**src/rtl/cpu_pkg.sv**
```systemverilog
// Shared definitions for the 16-bit / 12-bit-PC five-stage CPU.
// Field positions, widths and the hazard controller FSM encoding.
package cpu_pkg;

    localparam int INST_W = 16;
    localparam int PC_W   = 12;
    localparam int REG_W  = 4;

    localparam logic [INST_W-1:0] NOP = 16'h0000;

    localparam int RS_HI = 7;
    localparam int RS_LO = 4;
    localparam int RT_HI = 3;
    localparam int RT_LO = 0;

    typedef enum logic [1:0] {
        ST_RUN     = 2'd0,
        ST_LDUSE   = 2'd1,
        ST_MEMWAIT = 2'd2
    } state_t;

endpackage

```
**src/rtl/sat_counter.sv**
```systemverilog
// Saturating up-counter used for pipeline performance statistics.
// Holds at all-ones instead of wrapping.
module sat_counter #(
    parameter int CNT_W = 16
) (
    input  logic             clk,
    input  logic             reset,
    input  logic             inc,
    output logic [CNT_W-1:0] cnt
);

    function automatic logic [CNT_W-1:0] sat_inc(input logic [CNT_W-1:0] v);
        if (&v) begin
            return v;
        end
        return v + 1'b1;
    endfunction

    always_ff @(posedge clk or negedge reset) begin
        if (!reset) begin
            cnt <= '0;
        end else if (inc) begin
            cnt <= sat_inc(cnt);
        end
    end

endmodule

```
**src/rtl/hazard_ctrl.sv**
```systemverilog
// Hazard and stall controller: load-use bubbles, branch flushes and memory
// wait stalls; outputs are combinational from FSM state plus inputs.
module hazard_ctrl
    import cpu_pkg::*;
#(
    parameter int LOAD_LAT = 1,
    parameter int CNT_W    = 16
) (
    input  logic              clk,
    input  logic              reset,
    input  logic [INST_W-1:0] instD,
    input  logic              useRsD,
    input  logic              useRtD,
    input  logic [REG_W-1:0]  rdE,
    input  logic              memReadE,
    input  logic              branchTakenE,
    input  logic              memReqM,
    input  logic              memReadyM,
    output logic              stallF,
    output logic              stallD,
    output logic              stallE,
    output logic              stallM,
    output logic              flushD,
    output logic              flushE,
    output logic              busy,
    output logic [CNT_W-1:0]  stallCnt,
    output logic [CNT_W-1:0]  flushCnt
);

    localparam logic [1:0] LAT_M1 = 2'(LOAD_LAT - 1);

    state_t     state, state_n;
    logic [1:0] lcnt, lcnt_n;

    logic [REG_W-1:0] rs, rt;
    logic             load_use, mem_wait;
    logic             unused_inst;

    logic sf_c, sd_c, se_c, sm_c, fd_c, fe_c;

    assign rs          = instD[RS_HI:RS_LO];
    assign rt          = instD[RT_HI:RT_LO];
    assign unused_inst = ^instD[INST_W-1:RS_HI+1];

    // r0 is hardwired zero, so a load targeting it can never create a hazard
    assign load_use = memReadE && (rdE != '0) &&
                      ((useRsD && (rs == rdE)) || (useRtD && (rt == rdE)));
    assign mem_wait = memReqM && !memReadyM;

    always_comb begin
        state_n = state;
        lcnt_n  = lcnt;
        sf_c    = 1'b0;
        sd_c    = 1'b0;
        se_c    = 1'b0;
        sm_c    = 1'b0;
        fd_c    = 1'b0;
        fe_c    = 1'b0;
        case (state)
            ST_RUN: begin
                if (mem_wait) begin
                    sf_c    = 1'b1;
                    sd_c    = 1'b1;
                    se_c    = 1'b1;
                    sm_c    = 1'b1;
                    state_n = ST_MEMWAIT;
                end else if (branchTakenE) begin
                    // the dependent instruction is flushed, so any load-use is moot
                    fd_c = 1'b1;
                    fe_c = 1'b1;
                end else if (load_use) begin
                    sf_c   = 1'b1;
                    sd_c   = 1'b1;
                    fe_c   = 1'b1;
                    lcnt_n = LAT_M1;
                    if (LOAD_LAT > 1) begin
                        state_n = ST_LDUSE;
                    end
                end
            end
            ST_LDUSE: begin
                sf_c = 1'b1;
                sd_c = 1'b1;
                if (mem_wait) begin
                    // freeze the bubble count; holding D/E overrides the bubble insert
                    se_c = 1'b1;
                    sm_c = 1'b1;
                end else begin
                    fe_c = 1'b1;
                    if (lcnt == 2'd1) begin
                        lcnt_n  = 2'd0;
                        state_n = ST_RUN;
                    end else begin
                        lcnt_n = lcnt - 2'd1;
                    end
                end
            end
            ST_MEMWAIT: begin
                if (mem_wait) begin
                    sf_c = 1'b1;
                    sd_c = 1'b1;
                    se_c = 1'b1;
                    sm_c = 1'b1;
                end else begin
                    state_n = ST_RUN;
                end
            end
            default: begin
                state_n = ST_RUN;
                lcnt_n  = 2'd0;
            end
        endcase
    end

    always_ff @(posedge clk or negedge reset) begin
        if (!reset) begin
            state <= ST_RUN;
            lcnt  <= 2'd0;
        end else begin
            state <= state_n;
            lcnt  <= lcnt_n;
        end
    end

    // reset gates the outputs asynchronously so nothing leaks while reset is low
    assign stallF = sf_c && reset;
    assign stallD = sd_c && reset;
    assign stallE = se_c && reset;
    assign stallM = sm_c && reset;
    assign flushD = fd_c && reset;
    assign flushE = fe_c && reset;
    assign busy   = (state != ST_RUN) && reset;

    sat_counter #(.CNT_W(CNT_W)) u_stall_cnt (
        .clk   (clk),
        .reset (reset),
        .inc   (stallF),
        .cnt   (stallCnt)
    );

    sat_counter #(.CNT_W(CNT_W)) u_flush_cnt (
        .clk   (clk),
        .reset (reset),
        .inc   (flushD),
        .cnt   (flushCnt)
    );

endmodule
```
**config.mk**
```make
export PLATFORM = sky130hd
export DESIGN_NAME = hazard_ctrl
export DESIGN_NICKNAME = d
export VERILOG_FILES = /design/src/rtl/cpu_pkg.sv /design/src/rtl/sat_counter.sv /design/src/rtl/hazard_ctrl.sv
export SDC_FILE = /design/constraint.sdc
export NUM_CORES = 1
export LEC_CHECK = 0
export CAP_MARGIN = 20
export CORE_MARGIN = 5
export CORE_UTILIZATION = 40
export CTS_CLUSTER_DIAMETER = 50
export DETAILED_ROUTE_END_ITERATION = 10
export PLACE_DENSITY = 0.76
export SLEW_MARGIN = 5
export SYNTH_ARGS = -nofsm -noshare
export SYNTH_HDL_FRONTEND = slang
export SYNTH_SLANG_ARGS = --single-unit
```
**constraint.sdc**
```tcl
create_clock -name clk -period 1.9 [get_ports clk]
set_input_delay 0.19 -clock clk [delete_from_list [all_inputs] [get_ports clk]]
set_output_delay 0.19 -clock clk [all_outputs]
set_load 0.03 [all_outputs]
```
Word-level counts from Yosys, hierarchy flattened

Index checks and enable logic that the tools add are counted.

Word-level logic and storage cells: 74
Register bits: 36
Input port bits: 28

Reduce and logical (&&, ||, !) cells: 22
Eq/ne operators: 14
Mux-type cells: 30
Bitwise gates (word level): 1
Add/sub/neg operators: 3

Operators with widths:

| cell                    | count |
|---|---|
| $add A16 B1 Y16 const B | 2 |
| $mux W16                | 2 |
| $reduce_and A16 Y1      | 2 |
| $mux W2                 | 9 |
| $ne A2 B2 Y1 const B    | 9 |
| $mux W1                 | 15 |
| $pmux W2 S3             | 2 |
| $logic_and A1 B1 Y1     | 10 |
| $eq A4 B4 Y1            | 2 |
| $reduce_and A5 Y1       | 1 |
| $eq A2 B1 Y1 const B    | 2 |
| $reduce_and A2 Y1       | 2 |
| $reduce_and A4 Y1       | 1 |
| $reduce_bool A4 Y1      | 1 |
| $pmux W1 S3             | 1 |
| $reduce_or A3 Y1        | 1 |
| $eq A2 B2 Y1 const B    | 1 |
| $logic_not A2 Y1        | 1 |
| $pmux W1 S2             | 1 |
| $reduce_bool A2 Y1      | 1 |
| $sub A2 B1 Y2 const B   | 1 |
| $logic_not A1 Y1        | 1 |
| $logic_or A1 B1 Y1      | 1 |
| $not A1 Y1              | 1 |

Logic depth before layout (Yosys ltp)

Gate-level depths: netlist (run 1).

Depth after elaboration: 12
Depth in mapped cells: 7
Gate-level depth less buffers: 6

Modules after synthesis

Synthesis (run 1) repeated with hierarchy kept, for this count alone.

Cells, all modules: 181
Area total of the unflattened synthesis: 1891.8 sq um

Modules (own cells, without submodules):

| module                     | seq. area each (sq um) | times used | area each (sq um) | cells an instance |
|---|---|---|---|---|
| sat_counter at u_flush_cnt | 400.4                  | 1          | 840.8             | 75 |
| sat_counter at u_stall_cnt | 400.4                  | 1          | 834.6             | 80 |
| hazard_ctrl                | 25.0                   | 1          | 216.5             | 26 |

Least setup slack after synthesis (run 1)

OpenSTA, ideal clock, no wires.

Path type: register to register
Start point: register u_stall_cnt.cnt[9]
End point: register u_stall_cnt.cnt[1]
Period minus slack after synthesis: 1.993 ns
Cell stages (with the launch flop): 8
Arrival: 1.868 ns
Slack: -0.093 ns
Required time: 1.775 ns
Library setup time: 0.125 ns
Buffers on the path: 1
Cells stage by stage: dfrtp_1 > and4_1 > and2_4 > nand3_1 > nor3_2 > buf_4 > a21oi_2 > mux2_4

Word-level cells in the longest chain between the ends: 5

Ends and longest elaborated chain:

| element                              | line              | text |
|---|---|---|
| start: declaration                   | sat_counter.sv:9  | `output logic [CNT_W-1:0] cnt` |
| start signal: assignment             | sat_counter.sv:23 | `cnt <= sat_inc(cnt);` |
| $reduce_and A16 Y1 *                 | sat_counter.sv:13 | `if (&v) begin` |
| $mux W1                              | sat_counter.sv:13 |  |
| $mux W1                              | sat_counter.sv:22 | `end else if (inc) begin` |
| $ne A2 B2 Y1 (no source line) *      | n/a               |  |
| $reduce_and A2 Y1 (no source line) * | n/a               |  |

Every way passes the cells marked *; elsewhere a longest branch is shown, timed or not. The select of a mux whose other input is x is not followed.
A chain may end at the register's enable or synchronous reset.

Worst setup path in the final report (run 1)

Start point: input port rdE[0]
End point: output port stallD

Word-level cells in the longest chain between the ends: 9

Ends and longest elaborated chain:

| element               | line               | text |
|---|---|---|
| start: declaration    | hazard_ctrl.sv:14  | `input logic [REG_W-1:0] rdE,` |
| $eq A4 B4 Y1          | hazard_ctrl.sv:47  | `((useRsD && (rs == rdE)) \|\| (useRtD && (rt == rdE)));` |
| $logic_and A1 B1 Y1   | hazard_ctrl.sv:47  |  |
| $logic_or A1 B1 Y1    | hazard_ctrl.sv:47  |  |
| $logic_and A1 B1 Y1 * | hazard_ctrl.sv:46  | `assign load_use = memReadE && (rdE != '0) &&` |
| $mux W1 *             | hazard_ctrl.sv:71  | `end else if (load_use) begin` |
| $mux W1 *             | hazard_ctrl.sv:67  | `end else if (branchTakenE) begin` |
| $mux W1 *             | hazard_ctrl.sv:61  | `if (mem_wait) begin` |
| $pmux W1 S3 *         | hazard_ctrl.sv:59  | `case (state)` |
| $logic_and A1 B1 Y1 * | hazard_ctrl.sv:127 | `assign stallD = sd_c && reset;` |
| end: declaration      | hazard_ctrl.sv:20  | `output logic stallD,` |

Every way passes the cells marked *; elsewhere a longest branch is shown, timed or not.

==> impl_metrics.tcl, run 1 <==
set metrics [dict create \
    max_cap_violations 0 \
    post_synth_inst_count 169 \
    crit_fanout 3 \
    route.vias.total 1651 \
    die-area_um2 6122 \
    gr-total-overflow 0 \
    critical_path_arrival_ns 1.61 \
    start_util 0.4192 \
    seq_area_frac_synth 0.4433 \
    power.leakage_nw 1.358 \
    multi_input_gate_area_um2 1085 \
    yosys_most_used_dff "sky130_fd_sc_hd__dfrtp_1" \
    clock_sinks 33 \
    routed_wl_mm 4.782 \
    ctsRootBufferMaster "sky130_fd_sc_hd__clkbuf_8" \
    cts_buffer_depth 2 \
    timing.final.max_slew_violations 0 \
    final.fill_count 344 \
    mostFrequentLayoutCell "sky130_fd_sc_hd__clkdlybuf4s50_1" \
    avgRoutedWirePerCell_um 14.90 \
    clock-skew-final_ns 0.006839 \
    parity_gate_share_of_the_synthesized_area_counting_xor_and_xnor_cells 0.1645 \
    area_delta_synth_final_pct 62.73 \
    power_per_cell_area_nw_per_um2 912.7 \
    drive_above_1_share 0.3383 \
    preCtsSetupSlack_ns -0.3836 \
    ir_drop_mv 0.5006 \
    io_buffers 58 \
    layout.cells.non_filler 321 \
    ios 67 \
    tritoncts_clock_tree "yes" \
    core_region_area_um2 4444 \
    power.share.switching 0.3506 \
    maxClockFrequency_ghz 0.5561 \
    grt_util_all_layers 0.1630 \
    timing.critical_path.to_type "primary output" \
    vias_per_cell 5.143 \
    worst_pin_slew_ns 0.4351 \
    ff2ff_setup_slack_ns 0.12 \
    seq_area_um2 834.6 \
    share_clk_of_total_power 0.284 \
    via_count_of_the_first_global_routing_pass 1630 \
    grt_first_pass_wirelength_mm 7.935 \
    syn_avg_cell_area_um2 11.02 \
    power_report.internal_total_mw 1.797 \
    remaining_drc_errors 0 \
    critical_path.reg2reg.startpoint "u_stall_cnt.cnt[11]" \
    finish.net_count 298 \
    global_route.usage.met2 0.2705 \
    grt-busiest-layer "met2" \
    hold_buffers 0 \
    path_class "in2out" \
    clock_buffers_created_by_tritoncts 5 \
    row_count 24 \
    critical_path.reg2reg.endpoint "u_stall_cnt.cnt[11]" \
    drt.antenna.violating_nets 0 \
    clkSlewWorstSetupHoldPaths_ns 0.07 \
    post_synth_design_cell_area_um2 1863 \
    synth_compound_area_frac 0.1357 \
    groute.layer.met3.usage 0.03890 \
    grt_util_met1 0.2034 \
    dp_hpwl_mm 3.544 \
    final_worst_setup_slack_ns 0.1017 \
    final_hold_viol_count 0 \
    die_w_um 78.25 \
    finalCoreUtilization 0.6822 \
    final_cell_mix "sky130_fd_sc_hd__clkdlybuf4s50_1 (44), sky130_fd_sc_hd__buf_4 (40), sky130_fd_sc_hd__dfrtp_1 (26)" \
    synth_nets 199 \
    fraction_of_the_mapped_netlist_area_in_simple_logic_gates 0.1921 \
    slew-limit-headroom 0.7089 \
    ys_async_sr_fraction 1.000 \
    synthAdderAreaFrac 0.01343 \
    grt_start_max_net_pins 25 \
    clock_latency_ns 0.28 \
    critPathRequiredTime_ns 1.71 \
    main_combinational_cell_family_by_area_after_synthesis "simple AND/OR/NAND/NOR gates" \
    first_iter_violations 66 \
    ys.warnings.count 0 \
    rr_worst_depth 8 \
    num_antenna_cells 0 \
    ys_seq_elements 33 \
    combinationalPowerShare 0.352 \
    fin_crit_ns 1.798 \
    worstHoldPathType "in2async" \
    synth-edff-count 0 \
    ctsHtreeMaxLevel 2 \
    finalWeightedCongestion 0.8561 \
    synth.area.mux_share 0.02015 \
    setup-violations-final 0 \
    final.setup.tns_ns 0 \
    die-height_um 78.25 \
    cp-start-kind "input port" \
    drtPass1Iterations 4 \
    min_period_over_period 0.9465 \
    place.detailed.instances 309 \
    ys_types 39 \
    antenna_violations_before_repair 0 \
    net_switching_power_mw 0.9701 \
    run_status "finished, final reports clean" \
    power_frac_seq 0.365 \
]
[critical path, cell delays in order]
cell and delay [ns]:
sky130_fd_sc_hd__clkdlybuf4s15_1 0.19, sky130_fd_sc_hd__o41a_1 0.46, sky130_fd_sc_hd__nand3_2 0.11, sky130_fd_sc_hd__nor4_4 0.06
sky130_fd_sc_hd__o21ai_4 0.24, sky130_fd_sc_hd__buf_6 0.15, sky130_fd_sc_hd__nand2_4 0.05, sky130_fd_sc_hd__buf_6 0.16
[through the flow]
step | power (mW) | hold slack (ns) | area [um^2]
after CTS | 2.772 | 0.4479 | 2949
after global placement | 1.948 | 0.4653 | 2726
after floorplan | 1.502 | -0.1056 | 1874
after detailed placement | 1.966 | 0.4665 | 2726
final | 2.767 | 0.4404 | 3032
after global routing | 2.903 | 0.4531 | 3032
[power by group through the flow]
stage | clock [mW] | sequential (mW) | combinational, mW
6_report | 0.785 | 1.01 | 0.973
5_1_grt | 0.828 | 1.04 | 1.04
4_1_cts | 0.794 | 1.00 | 0.976
3_5_place_dp | 0 | 1.01 | 0.956
3_3_place_gp | 0 | 1.01 | 0.937
2_1_floorplan | 0 | 1.25 | 0.252
[metal layers]
| metal | up-vias | routed length (um) | share of wire |
|---|---|---|---|
| li1 | 800 | - | - |
| met1 | 782 | 1992 | 0.42 |
| met2 | 55 | 2344 | 0.49 |
| met3 | 14 | 275 | 0.058 |
| met4 | 0 | 170 | 0.036 |
| met5 | - | 0 | 0 |
[cells in the mapped netlist, types with 3 or more instances]
cell type | instances | area, um^2
sky130_fd_sc_hd__nand2_1 | 15 | 56.30
sky130_fd_sc_hd__a21oi_1 | 4 | 20.02
sky130_fd_sc_hd__inv_1 | 5 | 18.77
sky130_fd_sc_hd__nor3_1 | 4 | 20.02
sky130_fd_sc_hd__xor2_1 | 25 | 219.0
sky130_fd_sc_hd__nand4_1 | 4 | 25.02
sky130_fd_sc_hd__nand3_1 | 12 | 60.06
sky130_fd_sc_hd__buf_4 | 3 | 22.52
sky130_fd_sc_hd__dfrtp_1 | 33 | 825.8
sky130_fd_sc_hd__and4_1 | 3 | 26.28
sky130_fd_sc_hd__xnor2_1 | 10 | 87.58
sky130_fd_sc_hd__a211oi_2 | 4 | 50.05
sky130_fd_sc_hd__nor2_1 | 7 | 26.28
sky130_fd_sc_hd__and3_1 | 7 | 43.79
sky130_fd_sc_hd__a2111oi_2 | 4 | 60.06
[final cells by class]
type	instances	area share
clock buffer	5	0.02270
clock inverter	3	0.02146
inverter	5	0.006191
multi-input combinational	126	0.3578
sequential	33	0.2753
tap	52	0.02146
timing repair buffer	97	0.2951
[kinds of logic after synthesis]
family	after synthesis
compound gates	25
buf+inv	10
flops	33
xor+xnor	35
fa+ha+maj	2
mux	3
simple gates	61
[sequential cells by signal, summed over array words and instances, names as in the netlist]
register / cells
state: 1
u_flush_cnt.cnt: 16
u_stall_cnt.cnt: 16
[worst max path at each step]
| stage | from | to |
|---|---|---|
| CTS | rdE[1] | stallD |
| detailed placement | rdE[0] | stallD |
| global placement | rdE[0] | stallD |
| floorplan | u_flush_cnt.cnt[10] | u_flush_cnt.cnt[1] |
| global route | u_flush_cnt.cnt[9] | u_flush_cnt.cnt[13] |
| finish | rdE[0] | stallD |
[what timing repair did]
item                                    CTS  global route
pin swaps                                 7            13
cloned                                    0             1
setup buffers                             2             2
endpoints found under the setup margin   16            17
gates resized for setup                  20            12
Power figures use the tool's default switching activity.
==> run 2, diff against run 1 <==
--- a/config.mk
+++ b/config.mk
@@ -7,10 +7,10 @@
 export LEC_CHECK = 0
 export CAP_MARGIN = 20
 export CORE_MARGIN = 5
-export CORE_UTILIZATION = 40
+export CORE_UTILIZATION = 48
 export CTS_CLUSTER_DIAMETER = 50
 export DETAILED_ROUTE_END_ITERATION = 10
-export PLACE_DENSITY = 0.76
+export PLACE_DENSITY = 0.85
 export SLEW_MARGIN = 5
 export SYNTH_ARGS = -nofsm -noshare
 export SYNTH_HDL_FRONTEND = slang
==> constraint.sdc (replaced) <==
create_clock -name clk -period 2.1 [get_ports clk]
set_input_delay 0.21 -clock clk [delete_from_list [all_inputs] [get_ports clk]]
set_output_delay 0.21 -clock clk [all_outputs]
set_load 0.03 [all_outputs]
==> run 2 against run 1 <==
  * Sequential share of layout area rose by 2.4 points
  * Die area fell by 15%
  * Routed wire length fell by 8.0%
  * Global-route usage rose by 0.88 points
  * Sequential power fell by 9%
  * Final area fell by 9.0%
  * Clock skew fell by 0.00084 ns
  * Via count fell by 4.7%
  * First-iteration DRC count rose by 29%
  * Non-clock buffer count fell by 21
  * Cell count fell by 7.8%
  * Critical endpoint is now flushE
==> impl_metrics.tcl, run 2 (synthesized netlist as in run 1, its figures left out) <==
set metrics [dict create \
    share_clk_of_total_power 0.228 \
    power.leakage_nw 1.240 \
    setup-violations-final 0 \
    timing.hold.ws_ns 0.3769 \
    route.vias.total 1573 \
    dp_hpwl_mm 3.263 \
    core_region_area_um2 3716 \
    totalPowerFinal_mw 2.258 \
    cp.buffers_inverters 4 \
    rr_worst_depth 5 \
    timing.critical_path.to_type "primary output" \
    layout.cells.non_filler 296 \
    power.share.switching 0.3732 \
    routed_wl_mm 4.401 \
    critical_path.reg2reg.startpoint "u_flush_cnt.cnt[9]" \
    rsz_0062_raised_after_global_routing "no" \
    preCtsSetupSlack_ns -0.2167 \
    cts_buffer_depth 2 \
    cp-endpoint "flushE" \
    critical_path_arrival_ns 1.80 \
    seq_area_um2 825.8 \
    top_regs "u_flush_cnt.cnt x16, u_stall_cnt.cnt x16, state x1" \
    power_frac_seq 0.409 \
    slew-limit-headroom 0.7082 \
    place.detailed.instances 283 \
    mostFrequentLayoutCell "sky130_fd_sc_hd__clkdlybuf4s50_1" \
    critPathRequiredTime_ns 1.89 \
    finalWeightedCongestion 0.8243 \
    ctsRootBufferMaster "sky130_fd_sc_hd__clkbuf_8" \
    drive_above_1_share 0.2258 \
    crit_fanout 2 \
    fin_crit_ns 2.012 \
    grt_start_max_net_pins 23 \
    run_status "finished, final reports clean" \
    via_count_of_the_first_global_routing_pass 1531 \
    worst_pin_slew_ns 0.4348 \
    top_cell_by_count_worst_path "sky130_fd_sc_hd__buf_4" \
    drtPass1Iterations 4 \
    power_report.internal_total_mw 1.415 \
    tritoncts_clock_tree "yes" \
    timing.final.max_slew_violations 0 \
    first_iter_violations 85 \
    critical_path_depth 8 \
    detailed_place.area_um2 2545 \
    worst_path_largest_cell_delay_ns 0.46 \
    io_buffers 58 \
    max_cap_violations 0 \
    clock-skew-final_ns 0.006002 \
    row_count 22 \
    ios 67 \
    net_switching_power_mw 0.8428 \
    worstHoldPathType "in2async" \
    area_delta_synth_final_pct 48.09 \
    start_util 0.5013 \
    clock_buffers_created_by_tritoncts 5 \
    ctsHtreeMaxLevel 2 \
    combinationalPowerShare 0.363 \
    path_class "in2out" \
    final_worst_setup_slack_ns 0.08767 \
    die-area_um2 5227 \
    maxClockFrequency_ghz 0.4969 \
    die-height_um 72.30 \
    remaining_drc_errors 0 \
    cp_top_family "compound AO/OA/AOI/OAI gates" \
    clkSlewWorstSetupHoldPaths_ns 0.07 \
    final.fill_count 260 \
    clock_latency_ns 0.28 \
    vias_per_cell 5.314 \
    avgRoutedWirePerCell_um 14.87 \
    ir_drop_mv 0.5196 \
    hold_buffers 0 \
    post_route_cell_area_um2 2759 \
    finish.net_count 277 \
    die_w_um 72.30 \
    min_period_over_period 0.9583 \
    crit_chain "dlygate4sd2_1 -> o41a_1 -> buf_4 -> nand3_2 -> nor4_4 -> buf_4 -> o31a_2 -> buf_6" \
    final_cell_mix "sky130_fd_sc_hd__clkdlybuf4s50_1 (47), sky130_fd_sc_hd__dfrtp_1 (33), sky130_fd_sc_hd__xor2_1 (25)" \
    clock_sinks 33 \
    drt.antenna.violating_nets 0 \
    power_per_cell_area_nw_per_um2 818.4 \
    final_hold_viol_count 0 \
    crit_start "rdE[0]" \
    grt_first_pass_wirelength_mm 7.031 \
    ff2ff_setup_slack_ns 0.16 \
    multi_input_gate_area_um2 1045 \
    antenna_violations_before_repair 0 \
    critical_path.reg2reg.endpoint "u_flush_cnt.cnt[1]" \
    timing.critical_path.slowest_stage_cell "sky130_fd_sc_hd__o41a_1" \
    cp-start-kind "input port" \
    grt_util_all_layers 0.1718 \
    gr-total-overflow 0 \
    num_antenna_cells 0 \
]
==> run 2: cell count changes in the layout (fill, tap and decap cells not counted), moves of 2 or more <==
cell and delta:
sky130_fd_sc_hd__buf_4 -17, sky130_fd_sc_hd__clkbuf_8 +2, sky130_fd_sc_hd__dfrtp_2 -7, sky130_fd_sc_hd__clkdlybuf4s50_1 +3, sky130_fd_sc_hd__bufinv_16 -2, sky130_fd_sc_hd__clkdlybuf4s15_1 -2
sky130_fd_sc_hd__buf_6 -2, sky130_fd_sc_hd__nor3_1 +2, sky130_fd_sc_hd__nor3_2 -2, sky130_fd_sc_hd__dfrtp_1 +7
==> run 2: worst register-to-register path, cell delays in order (launching register included) <==
cell and delay, ns:
sky130_fd_sc_hd__dfrtp_1 0.42, sky130_fd_sc_hd__and4_1 0.25, sky130_fd_sc_hd__and3_1 0.22, sky130_fd_sc_hd__nand3_1 0.19, sky130_fd_sc_hd__o21ai_0 0.38, sky130_fd_sc_hd__mux2_2 0.38
==> run 2: area by class of cell <==
class	instances	area share
timing repair buffer	76	0.2567
multi-input combinational	126	0.3787
clock buffer	7	0.03492
inverter	5	0.006803
tap	48	0.02177
clock inverter	1	0.001814
sequential	33	0.2993
==> run 2: routing by layer <==
layer | track usage | routed length (um) | vias to the layer above | share of wire
met2 | 0.2973 | 2334 | 46 | 0.53
li1 | - | - | 761 | -
met1 | 0.2175 | 1768 | 759 | 0.40
met5 | 0 | 0 | - | 0
met3 | 0.02216 | 230 | 7 | 0.052
met4 | 0.06472 | 68 | 0 | 0.015
==> run 2: power groups by stage <==
stage | clock network [mW] | registers [mW] | logic [mW]
2_1_floorplan | 0 | 1.13 | 0.228
3_3_place_gp | 0 | 0.927 | 0.794
3_5_place_dp | 0 | 0.933 | 0.812
4_1_cts | 0.529 | 0.921 | 0.815
5_1_grt | 0.543 | 0.947 | 0.868
6_report | 0.516 | 0.924 | 0.819
==> run 2: timing repair <==
item | in CTS | in global routing
setup buffers | 3 | 2
resized for setup | 4 | 9
endpoints found under the setup margin | 3 | 7
pin swaps | 3 | 4
==> run 2: metrics by stage <==
stage	TNS, ns	utilization
finish	0	0.7424
global route	0	0.7424
CTS	0	0.7202
detailed placement	-2.890	0.6848
global placement	-2.130	0.6848
floorplan	0	-
==> run 2: how the worst min path moves through the flow <==
stage	start	endpoint	slack, ns
after floorplan	reset	state[1]	-0.09
after global placement	u_flush_cnt.cnt[13]	u_flush_cnt.cnt[13]	0.47
after detailed placement	u_stall_cnt.cnt[12]	u_stall_cnt.cnt[12]	0.48
after CTS	reset	u_flush_cnt.cnt[7]	0.38
after global routing	reset	u_flush_cnt.cnt[7]	0.39
final	reset	u_flush_cnt.cnt[7]	0.38
